==> config.mk <==
export PLATFORM = sky130hd
export DESIGN_NAME = load_store_unit
export DESIGN_NICKNAME = d
export VERILOG_FILES = /design/src/rtl/load_store_unit.sv
export SDC_FILE = /design/constraint.sdc
export NUM_CORES = 1
export LEC_CHECK = 0
export CORE_ASPECT_RATIO = 1.75
export CORE_MARGIN = 3
export CORE_UTILIZATION = 47
export DETAILED_ROUTE_END_ITERATION = 8
export GPL_ROUTABILITY_DRIVEN = 0
export PLACE_DENSITY = 0.92
export SLEW_MARGIN = 15
export SYNTH_ARGS = -nofsm -noshare
export SYNTH_HDL_FRONTEND = slang
export SYNTH_SLANG_ARGS = --single-unit
export TNS_END_PERCENT = 5
==> constraint.sdc <==
create_clock -name clk -period 2.77 [get_ports clk]
set_input_delay 0.4155 -clock clk [delete_from_list [all_inputs] [get_ports clk]]
set_output_delay 0.4155 -clock clk [all_outputs]
set_load 0.05 [all_outputs]
==> src/rtl/load_store_unit.sv <==
// Memory-stage load/store unit: runs one req/ack bus transaction per load or
// store, aligns and sign-extends load data into rdata3, and reports
// misaligned, illegal and timed-out accesses as one-cycle pulses.
module load_store_unit #(
  parameter int unsigned TIMEOUT = 16
) (
  input  logic        clk,
  input  logic        rst,
  input  logic        mem_rd,
  input  logic        mem_wr,
  input  logic [2:0]  funct3,
  input  logic [31:0] addr,
  input  logic [31:0] wdata_in,
  input  logic        flush,
  input  logic        bus_ack,
  input  logic [31:0] bus_rdata,
  output logic        bus_req,
  output logic        bus_we,
  output logic [31:0] bus_addr,
  output logic [31:0] bus_wdata,
  output logic [3:0]  bus_wstrb,
  output logic [31:0] rdata3,
  output logic        lsu_stall,
  output logic        lsu_done,
  output logic        misalign_fault,
  output logic        access_fault
);

  localparam int unsigned CW = $clog2(TIMEOUT);
  localparam logic [CW-1:0] LAST = CW'(TIMEOUT - 1);

  typedef enum logic [1:0] {IDLE, ACCESS, DONE} state_t;

  state_t        state, state_nx;
  logic [CW-1:0] cnt, cnt_nx;
  logic [1:0]    lane, lane_nx;
  logic [2:0]    fn, fn_nx;
  logic          bus_req_nx, bus_we_nx;
  logic [31:0]   bus_addr_nx, bus_wdata_nx, rdata3_nx;
  logic [3:0]    bus_wstrb_nx;
  logic          done_nx, misalign_nx, access_nx;

  logic          req, illegal, misaligned;
  logic [3:0]    st_strb;
  logic [31:0]   st_data;

  // Byte/half/word extraction of a load word; halves are aligned, so the same
  // lane shift serves both widths.
  function automatic logic [31:0] fmt(input logic [31:0] w, input logic [1:0] ln,
                                      input logic [2:0] f);
    logic [31:0] sh;
    sh = w >> {ln, 3'b000};
    case (f[1:0])
      2'b00:   fmt = f[2] ? {24'b0, sh[7:0]} : {{24{sh[7]}}, sh[7:0]};
      2'b01:   fmt = f[2] ? {16'b0, sh[15:0]} : {{16{sh[15]}}, sh[15:0]};
      default: fmt = w;
    endcase
  endfunction

  assign req        = (mem_rd | mem_wr) & ~flush;
  assign illegal    = (mem_rd & mem_wr) | (funct3 == 3'b011) | (funct3[2:1] == 2'b11);
  assign misaligned = ((funct3[1:0] == 2'b01) & addr[0]) |
                      ((funct3[1:0] == 2'b10) & (addr[1:0] != 2'b00));
  assign lsu_stall  = ((state == IDLE) & req) | (state == ACCESS);

  // Store lane steering: strobes shifted to the byte lane, data replicated.
  always_comb begin
    st_strb = 4'b1111;
    st_data = wdata_in;
    case (funct3[1:0])
      2'b00: begin
        st_strb = 4'b0001 << addr[1:0];
        st_data = {4{wdata_in[7:0]}};
      end
      2'b01: begin
        st_strb = 4'b0011 << addr[1:0];
        st_data = {2{wdata_in[15:0]}};
      end
      default: ;
    endcase
  end

  // Next state and next values of every registered output; pulses default low.
  always_comb begin
    state_nx     = state;
    cnt_nx       = cnt;
    lane_nx      = lane;
    fn_nx        = fn;
    bus_req_nx   = bus_req;
    bus_we_nx    = bus_we;
    bus_addr_nx  = bus_addr;
    bus_wdata_nx = bus_wdata;
    bus_wstrb_nx = bus_wstrb;
    rdata3_nx    = rdata3;
    done_nx      = 1'b0;
    misalign_nx  = 1'b0;
    access_nx    = 1'b0;
    case (state)
      IDLE: begin
        if (req) begin
          lane_nx = addr[1:0];
          fn_nx   = funct3;
          if (illegal) begin
            access_nx = 1'b1;
            state_nx  = DONE;
          end else if (misaligned) begin
            misalign_nx = 1'b1;
            state_nx    = DONE;
          end else begin
            bus_req_nx   = 1'b1;
            bus_we_nx    = mem_wr;
            bus_addr_nx  = {addr[31:2], 2'b00};
            bus_wdata_nx = st_data;
            bus_wstrb_nx = mem_wr ? st_strb : 4'b0000;
            cnt_nx       = '0;
            state_nx     = ACCESS;
          end
        end
      end
      ACCESS: begin
        if (bus_ack) begin
          bus_req_nx = 1'b0;
          if (!bus_we) rdata3_nx = fmt(bus_rdata, lane, fn);
          done_nx  = 1'b1;
          state_nx = DONE;
        end else if (cnt == LAST) begin
          bus_req_nx = 1'b0;
          rdata3_nx  = '0;
          access_nx  = 1'b1;
          state_nx   = DONE;
        end else begin
          cnt_nx = cnt + CW'(1);
        end
      end
      DONE:    state_nx = IDLE;
      default: state_nx = IDLE;
    endcase
  end

  // State register.
  always_ff @(posedge clk or negedge rst) begin
    if (!rst) state <= IDLE;
    else      state <= state_nx;
  end

  // Registered datapath, bus outputs and pulse flags.
  always_ff @(posedge clk or negedge rst) begin
    if (!rst) begin
      cnt            <= '0;
      lane           <= '0;
      fn             <= '0;
      bus_req        <= 1'b0;
      bus_we         <= 1'b0;
      bus_addr       <= '0;
      bus_wdata      <= '0;
      bus_wstrb      <= '0;
      rdata3         <= '0;
      lsu_done       <= 1'b0;
      misalign_fault <= 1'b0;
      access_fault   <= 1'b0;
    end else begin
      cnt            <= cnt_nx;
      lane           <= lane_nx;
      fn             <= fn_nx;
      bus_req        <= bus_req_nx;
      bus_we         <= bus_we_nx;
      bus_addr       <= bus_addr_nx;
      bus_wdata      <= bus_wdata_nx;
      bus_wstrb      <= bus_wstrb_nx;
      rdata3         <= rdata3_nx;
      lsu_done       <= done_nx;
      misalign_fault <= misalign_nx;
      access_fault   <= access_nx;
    end
  end

endmodule
==> run_results.csv, run 1 <==
group,metric,value,unit
outcome,status,"finished, final reports clean",
run,cap_violations,0,
placement,port_buffers,208,
setup_path,path_class,"primary input to primary output",
power_and_ir_drop,peakVddDrop,815,uV
die,start_util,0.482,
die,rows,50,
timing,worst_pin_slew,0.930,ns
global_routing,overflow,0,
global_routing,grt_max_degree,96,
global_routing,grt_first_pass_wirelength,27400,um
setup_path,arrival,1.83,ns
die,die_h,145,um
global_routing,use_met1,0.310,
clock_tree,cts_sinks,114,
drt,drt_iter0_drc,451,
clock_tree,clk-insertion-delay-late,0.40,ns
drt,postRouteAntennaNets,0,
placement,dp_slack,0.315,ns
die,die_x,85.4,um
timing,fmax,0.446,GHz
hold_path,min_path_type,"primary input to async pin",
logic_synthesis,synthesis.instances,536,
timing,drv_slew,0,
timing,setup_violations,0,
drt,drc,0,
global_routing,first_global_vias,5208,
placement,dp_hpwl,12200,um
global_routing,grt_usage,0.282,
die,die_area,0.0124,mm^2
finish,n_fill_cell,704,
clock_tree,clk_pin_slew,0.05,ns
setup_path,critPathLaunchType,"primary input",
timing,finalHoldViolations,0,
global_routing,grt.busiest_layer,"met2",
timing,worst_slack,0.526,ns
logic_synthesis,netlist_area,0.00519,mm^2
drt,drt-total-wl,17300,um
drt,num_vias,5046,
clock_tree,cts_tree,"yes",
finish,area_growth,55.2,%
clock_tree,htreeDepth,4,
drt,vias_per_cell,5.70,
logic_synthesis,avgSynthCellArea,9.68,um^2
logic_synthesis,yosys_warnings,0,
clock_tree,clk_path_buf_depth,2,
clock_tree,postCtsSetupRepairBufs,0,
finish,num_antenna_cells,0,
timing,finClkSkew,0.0109,ns
finish,layout-drive-gt1-share,0.0808,
setup_path,cp_max_fo,6,
setup_path,crit_required,2.35,ns
finish,nets,848,
logic_synthesis,synth_cell_types,41,
timing,finalCritPeriodShare,0.810,
global_routing,use_met3,0.0665,
timing,finalSetupTns,0,ns
global_routing,grtUsageMet2,0.490,
logic_synthesis,ys_ff_latch,114,
power_and_ir_drop,cellPowerDensity,1220,mW/mm^2
drt,first_pass_iters,7,
clock_tree,hold_buffers,0,
clock_tree,cts-root-buf,"clkbuf_16",
clock_tree,cts_buffers,17,
die,io_pins,211,
finish,multi_input_area,0.00211,mm^2
logic_synthesis,synth_seq_area_share,0.550,
setup_path,cp-end-kind,"primary output",
finish,seq_area,0.00285,mm^2
drt,wire_per_inst,19.5,um
die,core_region_area,0.0108,mm^2
global_routing,antenna_found_initial,0,
power_and_ir_drop,p_leak,0.00368,uW
timing,period_minus_slack,2.24,ns
clock_tree,postCtsResizedCells,0,
timing,rsz0062_at_grt,"false",
timing,max_slew_margin,0.377,
-- worst paths after layout --
check | start | endpoint | slack, ns | cells after the start
max | mem_rd | lsu_stall | 0.53 | 4
min | rst | rdata3[4]$_DFFE_PN0P_ | 0.03 | 1
max reg2reg | lane[0]$_DFFE_PN0P_ | rdata3[28]$_DFFE_PN0P_ | 0.57 | 5
min reg2reg | rdata3[2]$_DFFE_PN0P_ | rdata3[2]$_DFFE_PN0P_ | 0.47 | 2
max in group asynchronous | rst | bus_addr[11]$_DFFE_PN0P_ | 2.00 | 2
min in group clk | rdata3[2]$_DFFE_PN0P_ | rdata3[2]$_DFFE_PN0P_ | 0.47 | 2
-- placed cells by master, fill, tap and decap left out, drive strengths merged, types with 2 or more instances in the layout --
cell	instances
bufinv	5
nand2	165
dfrtp	114
nand3	3
a221o	23
clkdlybuf4s50	206
buf	19
conb	2
nand2b	3
o21ai	42
inv	7
clkinvlp	5
mux2i	34
and2	2
clkbuf	19
a31oi	2
clkinv	2
nor2	30
a22o	2
nor2b	4
o221ai	6
mux2	6
or3	4
a21oi	33
-- kinds of logic after synthesis --
kind of cell | count (synthesis) | share of synthesized area
simple gates | 218 | 0.173
other cells | 1 | 0.000723
compound gates | 116 | 0.145
mux | 41 | 0.0830
fa+ha+maj | 1 | 0.00241
flops | 114 | 0.550
buf+inv | 45 | 0.0458
-- stage by stage --
step / hold WS (ns) / util / std cells / instance area [um^2] / total power (uW)
floorplan: 0.120 / - / 537 / 5190 / 5600
global placement: 0.453 / 0.688 / 853 / 7400 / 7230
detailed placement: 0.455 / 0.688 / 853 / 7400 / 7370
CTS: 0.0530 / 0.748 / 885 / 8050 / 9840
global route: 0.0693 / 0.748 / 885 / 8050 / 10200
finish: 0.0333 / 0.748 / 885 / 8050 / 9820
-- synth_stat cells --
cell type / count / area share
mux4_2: 1 / 0.0043
nor2_1: 30 / 0.022
nor3b_1: 1 / 0.0014
and3b_1: 1 / 0.0017
o2bb2ai_1: 1 / 0.0017
conb_1: 1 / 0.00072
and2b_1: 1 / 0.0014
dfrtp_1: 114 / 0.55
a221o_1: 23 / 0.044
nor2b_1: 4 / 0.0048
nand4_1: 1 / 0.0012
o21ai_0: 28 / 0.027
nand3_1: 3 / 0.0029
buf_1: 3 / 0.0022
o22ai_1: 1 / 0.0012
nand2_1: 165 / 0.12
or3_1: 4 / 0.0048
or3b_1: 1 / 0.0017
mux2_2: 6 / 0.013
mux2i_1: 34 / 0.066
nor4b_4: 1 / 0.0046
ha_1: 1 / 0.0024
o21bai_1: 1 / 0.0014
o221ai_1: 6 / 0.010
o21ai_1: 14 / 0.014
a22o_1: 2 / 0.0034
a32o_1: 1 / 0.0019
a31oi_1: 2 / 0.0024
buf_2: 13 / 0.013
o22a_1: 1 / 0.0017
o21a_1: 1 / 0.0014
inv_1: 6 / 0.0043
buf_6: 6 / 0.013
buf_4: 2 / 0.0029
a2bb2oi_1: 1 / 0.0017
nand2b_1: 3 / 0.0036
nor3_1: 1 / 0.00096
and2_1: 2 / 0.0024
a21oi_1: 33 / 0.032
o31a_1: 1 / 0.0017
clkbuf_1: 15 / 0.011
-- where the power goes --
group	leakage (uW)	internal [uW]	switching [uW]	total, uW
registers	0.00144	2290	453	2750
clock network	0.000302	1620	777	2390
logic	0.00193	1580	3090	4680
-- routing by layer --
layer,vias to the layer above,routed length (um)
met5,-,0
met4,0,927
met3,70,1380
met2,322,9060
met1,2413,5890
li1,2241,-
-- critical path, cell delays in order --
cell             delay (ns)
clkdlybuf4s50_1        0.50
o21bai_1               0.11
a21oi_1                0.58
buf_12                 0.22
-- registers in the layout, indices dropped and copies added (netlist names) --
register and flops:
access_fault 1, bus_addr 30, bus_req 1, bus_wdata 32, bus_we 1, bus_wstrb 4, cnt 4, fn 3
lane 2, lsu_done 1, misalign_fault 1, rdata3 32, state 2
-- layout make-up --
type,instances,share of cell area
clock buffers,19,0.0550
clock inverters,13,0.0256
inverters,6,0.00280
multi-input cells,378,0.262
flip-flops and latches,114,0.354
well taps,130,0.0202
repair buffers,225,0.280
Note: power is estimated with default switching activity, not from simulation.
==> run 2, diff against run 1 <==
--- a/config.mk
+++ b/config.mk
@@ -7,10 +7,10 @@
 export LEC_CHECK = 0
 export CORE_ASPECT_RATIO = 1.75
 export CORE_MARGIN = 3
-export CORE_UTILIZATION = 47
+export CORE_UTILIZATION = 39
 export DETAILED_ROUTE_END_ITERATION = 8
 export GPL_ROUTABILITY_DRIVEN = 0
-export PLACE_DENSITY = 0.92
+export PLACE_DENSITY = 0.83
 export SLEW_MARGIN = 15
 export SYNTH_ARGS = -nofsm -noshare
 export SYNTH_HDL_FRONTEND = slang
==> constraint.sdc (replaced) <==
create_clock -name clk -period 2 [get_ports clk]
set_input_delay 0.3 -clock clk [delete_from_list [all_inputs] [get_ports clk]]
set_output_delay 0.3 -clock clk [all_outputs]
set_load 0.05 [all_outputs]
==> run 2 against run 1 <==
Against the previous run: cell area up 2.9%; largest cell class unchanged; largest power group unchanged; die area up 19%; critical endpoint is now bus_wstrb[2]$_DFFE_PN0P_; clock power up 34%; utilization down 11 points; register-to-register slack worse by 0.51 ns.
==> run_results.csv, run 2 (same netlist as run 1, synthesis figures left out) <==
group,metric,value,unit
finish,layout-drive-gt1-share,0.113,
drt,first_pass_iters,5,
die,start_util,0.399,
die,die_area,0.0148,mm^2
setup_path,cpPeakStageDelay,0.53,ns
setup_path,cp_max_fo,54,
die,core_region_area,0.0130,mm^2
setup_path,path_class,"primary input to flop",
global_routing,grt_first_pass_wirelength,26600,um
die,io_pins,211,
clock_tree,cts_buffers,17,
global_routing,grt.busiest_layer,"met2",
drt,vias_per_cell,5.23,
die,die_x,93.2,um
finish,layout_common_cells,"204 x clkdlybuf4s50_1, 165 x nand2_1, 113 x dfrtp_1",
power_and_ir_drop,p_leak,0.00379,uW
clock_tree,clk_path_buf_depth,2,
timing,fmax,0.514,GHz
finish,top_regs,"bus_wdata (32), rdata3 (32), bus_addr (30)",
hold_path,min_path_type,"primary input to async pin",
finish,final_util,0.637,
finish,n_fill_cell,1012,
die,die_h,159,um
finish,nets,870,
global_routing,grt_usage,0.232,
global_routing,first_global_vias,5162,
clock_tree,htreeDepth,4,
setup_path,path_buf_inv,2,
timing,drv_slew,0,
timing,finalCritPeriodShare,0.973,
setup_path,arrival,2.21,ns
global_routing,use_met3,0.0610,
finish,area_growth,59.7,%
drt,postRouteAntennaNets,0,
global_routing,antenna_found_initial,0,
timing,finClkSkew,0.00777,ns
finish,num_antenna_cells,0,
clock_tree,clk-insertion-delay-late,0.40,ns
finish,final_cell_area,0.00829,mm^2
clock_tree,clk_pin_slew,0.05,ns
finish,seq_area,0.00285,mm^2
setup_path,crit_chain,"clkdlybuf4s50_1 -> o21bai_1 -> or3_1 -> or3_2 -> buf_12 -> nand2_1 -> o21ai_0",
placement,dp_hpwl,12700,um
timing,worst_pin_slew,0.628,ns
power_and_ir_drop,cellPowerDensity,1630,mW/mm^2
drt,drt_iter0_drc,238,
setup_path,critPathLaunchType,"primary input",
global_routing,grt_max_degree,55,
finish,final_common_cell,"clkdlybuf4s50_1",
timing,setup_violations,0,
timing,rsz0062_at_grt,"false",
setup_path,slowest_stage,"or3_2",
global_routing,grtUsageMet2,0.424,
clock_tree,cts_sinks,114,
timing,max_slew_margin,0.582,
timing,period_minus_slack,1.95,ns
setup_path,cp_top_family,"simple AND/OR/NAND/NOR gates",
finish,multi_input_area,0.00212,mm^2
drt,num_vias,4962,
run,cap_violations,0,
drt,drt-total-wl,17000,um
drt,wire_per_inst,18.0,um
die,rows,55,
placement,placed_area,0.00762,mm^2
timing,finalHoldViolations,0,
setup_path,crit_required,2.27,ns
clock_tree,cts-root-buf,"clkbuf_16",
setup_path,cp-end-kind,"flop",
global_routing,use_met1,0.241,
global_routing,overflow,0,
drt,drc,0,
power_and_ir_drop,peakVddDrop,961,uV
outcome,status,"finished, final reports clean",
setup_path,r2r_slack,0.06,ns
placement,port_buffers,208,
clock_tree,cts_tree,"yes",
run 2: power breakdown:
group | switching, uW | internal (uW)
Clock | 1080 | 2120
Sequential | 639 | 3180
Combinational | 4210 | 2240
run 2: path summary, 6_finish.rpt:
kind / end / depth (start not counted) / start
setup / recovery: bus_wstrb[2]$_DFFE_PN0P_ / 7 / mem_rd
hold / removal: lsu_done$_DFF_PN0_ / 2 / rst
setup reg to reg: rdata3[20]$_DFFE_PN0P_ / 5 / lane[1]$_DFFE_PN0P_
hold reg to reg: rdata3[1]$_DFFE_PN0P_ / 2 / rdata3[1]$_DFFE_PN0P_
max in group asynchronous: bus_addr[2]$_DFFE_PN0P_ / 3 / rst
min in group clk: bus_addr[5]$_DFFE_PN0P_ / 3 / addr[5]
run 2: final cells by class:
type                    instances  share of cell area
clock buffers                  20              0.0539
clock inverters                12              0.0220
inverters                       6             0.00272
multi-input cells             378               0.256
flip-flops and latches        114               0.344
well taps                     171              0.0258
repair buffers                247               0.295
run 2: routing by layer:
metal	vias up	routed length, um
li1	2289	-
met1	2371	5990
met2	244	9310
met3	58	994
met4	0	741
met5	-	0
run 2: timing repair:
| item | 4_1_cts | 5_1_grt |
|---|---|---|
| buffers inserted | 2 | 0 |
| pin swaps | 1 | 0 |
| endpoints found under the hold margin | 29 | 0 |
| endpoints found under the setup margin | 16 | 11 |
| gates resized for setup | 1 | 3 |
| hold buffers | 1 | 0 |
run 2: through the flow:
stage	setup WS [ns]	std cells	power (uW)	TNS, ns	hold slack (ns)
after floorplan	0.0725	537	7750	0	0.00441
after global placement	-0.230	913	10100	-18.42	0.274
after detailed placement	-0.309	913	10300	-23.46	0.270
after CTS	0.0339	948	13500	0	0.389
after global routing	0.00939	948	14100	0	0.411
final	0.0547	948	13500	0	0.383
==> run 3, diff against run 2 <==
--- a/config.mk
+++ b/config.mk
@@ -11,6 +11,7 @@
 export DETAILED_ROUTE_END_ITERATION = 8
 export GPL_ROUTABILITY_DRIVEN = 0
 export PLACE_DENSITY = 0.83
+export REMOVE_ABC_BUFFERS = 1
 export SLEW_MARGIN = 15
 export SYNTH_ARGS = -nofsm -noshare
 export SYNTH_HDL_FRONTEND = slang
==> run 3 against run 2 <==
Against the previous run: wire length fell by 5.5%; first-iteration DRC count stayed put; cell count down 0.11%; critical path type is now flop to flop; largest cell class unchanged; largest power group unchanged; highest routed layer unchanged.
==> run_results.csv, run 3 (same netlist as run 1, synthesis figures left out) <==
group,metric,value,unit
outcome,status,"finished, final reports clean",
clock_tree,clk_pin_slew,0.06,ns
finish,final-instance-count-excl-fill,947,
finish,area_growth,59.9,%
finish,n_fill_cell,1031,
clock_tree,clk-insertion-delay-late,0.40,ns
finish,top_regs,"bus_wdata (32), rdata3 (32), bus_addr (30)",
setup_path,path_class,"flop to flop",
setup_path,path_buf_inv,1,
drt,wire_per_inst,17.0,um
setup_path,cpPeakStageDelay,0.58,ns
drt,drc,0,
finish,nets,869,
placement,port_buffers,208,
power_and_ir_drop,cellPowerDensity,1600,mW/mm^2
die,start_util,0.399,
timing,rsz0062_at_grt,"false",
drt,dr_wl_met2,8680,um
power_and_ir_drop,p_leak,0.00378,uW
die,die_area,0.0148,mm^2
setup_path,arrival,2.20,ns
setup_path,cp_max_fo,16,
timing,max_slew_margin,0.337,
setup_path,crit_chain,"mux4_2 -> mux2i_2 -> nor4b_4 -> buf_12 -> a221o_1",
global_routing,grt_max_degree,46,
clock_tree,htreeDepth,4,
hold_path,min_path_type,"primary input to async pin",
placement,dp_hpwl,12200,um
setup_path,slowest_stage,"mux4_2",
drt,vias_per_cell,5.16,
clock_tree,cts_sinks,114,
die,core_region_area,0.0130,mm^2
setup_path,crit_required,2.27,ns
drt,drt-total-wl,16100,um
finish,final_common_cell,"clkdlybuf4s50_1",
drt,drt_iter0_drc,238,
finish,final_util,0.638,
setup_path,cp_top_family,"multiplexers",
global_routing,grt_usage,0.224,
run,cap_violations,0,
timing,setup_violations,0,
setup_path,cp-end-kind,"flop",
timing,finalSetupTns,0,ns
global_routing,overflow,0,
timing,finClkSkew,0.00617,ns
placement,dp.cells,913,
die,rows,55,
timing,fmax,0.521,GHz
die,io_pins,211,
drt,wl_met1,5690,um
timing,period_minus_slack,1.92,ns
global_routing,first_global_vias,5294,
finish,layout_common_cells,"206 x clkdlybuf4s50_1, 165 x nand2_1, 113 x dfrtp_1",
drt,top_layer,"met4",
global_routing,grt_first_pass_wirelength,25800,um
setup_path,critPathLaunchType,"flop",
clock_tree,cts_tree,"yes",
drt,wl_met3,1210,um
finish,num_antenna_cells,0,
setup_path,r2r_slack,0.08,ns
timing,drv_slew,0,
finish,layout-drive-gt1-share,0.111,
drt,first_pass_iters,4,
power_and_ir_drop,peakVddDrop,997,uV
global_routing,antenna_found_initial,0,
clock_tree,cts-root-buf,"clkbuf_16",
die,die_h,159,um
timing,finalHoldViolations,0,
drt,postRouteAntennaNets,0,
drt,num_vias,4887,
timing,worst_pin_slew,0.992,ns
clock_tree,clk_path_buf_depth,2,
clock_tree,cts_buffers,17,
die,die_x,93.2,um
timing,finalCritPeriodShare,0.960,
power_and_ir_drop,fin_total_pwr,13200,uW
## run 3: cell types whose count changed in the layout (fill, tap and decap cells not counted)
cell	previous run	this run
buf_4	36	29
buf_12	6	10
inv_6	0	3
bufinv_16	4	2
clkbuf_1	2	0
clkdlybuf4s50_1	204	206
clkinvlp_4	3	5
clkinv_4	4	3
nor2_1	29	30
nor2_2	1	0
## run 3: metrics by stage
step                hold WS (ns)  setup WS [ns]  cell area [um^2]
floorplan                0.00441          -1.29              4980
global route               0.424        0.00317              8300
global placement           0.308         -0.304              7660
finish                     0.417         0.0791              8300
detailed placement         0.304         -0.375              7660
CTS                        0.406         0.0225              8290
## run 3: cell type report
type                       instances  area [um^2]  area share
clock buffer                      18          439      0.0529
clock inverter                    14          155      0.0187
inverter                           6         22.5     0.00271
multi-input combinational        378         2120       0.256
sequential                       114         2850       0.344
tap                              171          214      0.0258
timing repair buffer             246         2490       0.300
## run 3: metal layers
layer | track usage | vias to the layer above
li1 | - | 2284
met1 | 0.231 | 2333
met2 | 0.405 | 227
met3 | 0.0657 | 43
met4 | 0.117 | 0
met5 | 0 | -
## run 3: report_power, final
part	internal (uW)	total, uW	switching [uW]
sequential	3180	3770	593
clock	1880	3000	1120
combinational	2260	6460	4200
## run 3: worst paths after layout
kind / end / depth (start not counted) / start
setup / recovery: rdata3[23]$_DFFE_PN0P_ / 5 / lane[1]$_DFFE_PN0P_
hold / removal: bus_wdata[17]$_DFFE_PN0P_ / 2 / rst
setup reg to reg: rdata3[23]$_DFFE_PN0P_ / 5 / lane[1]$_DFFE_PN0P_
hold reg to reg: rdata3[3]$_DFFE_PN0P_ / 2 / rdata3[3]$_DFFE_PN0P_
max in group asynchronous: bus_wdata[23]$_DFFE_PN0P_ / 3 / rst
min in group clk: bus_addr[30]$_DFFE_PN0P_ / 3 / addr[30]
## run 3: what timing repair did
action	CTS	global route
pin swaps	1	0
resized for setup	1	3
setup endpoints to repair	16	24
setup buffers	1	0
endpoints found under the hold margin	35	0
hold buffers	1	0
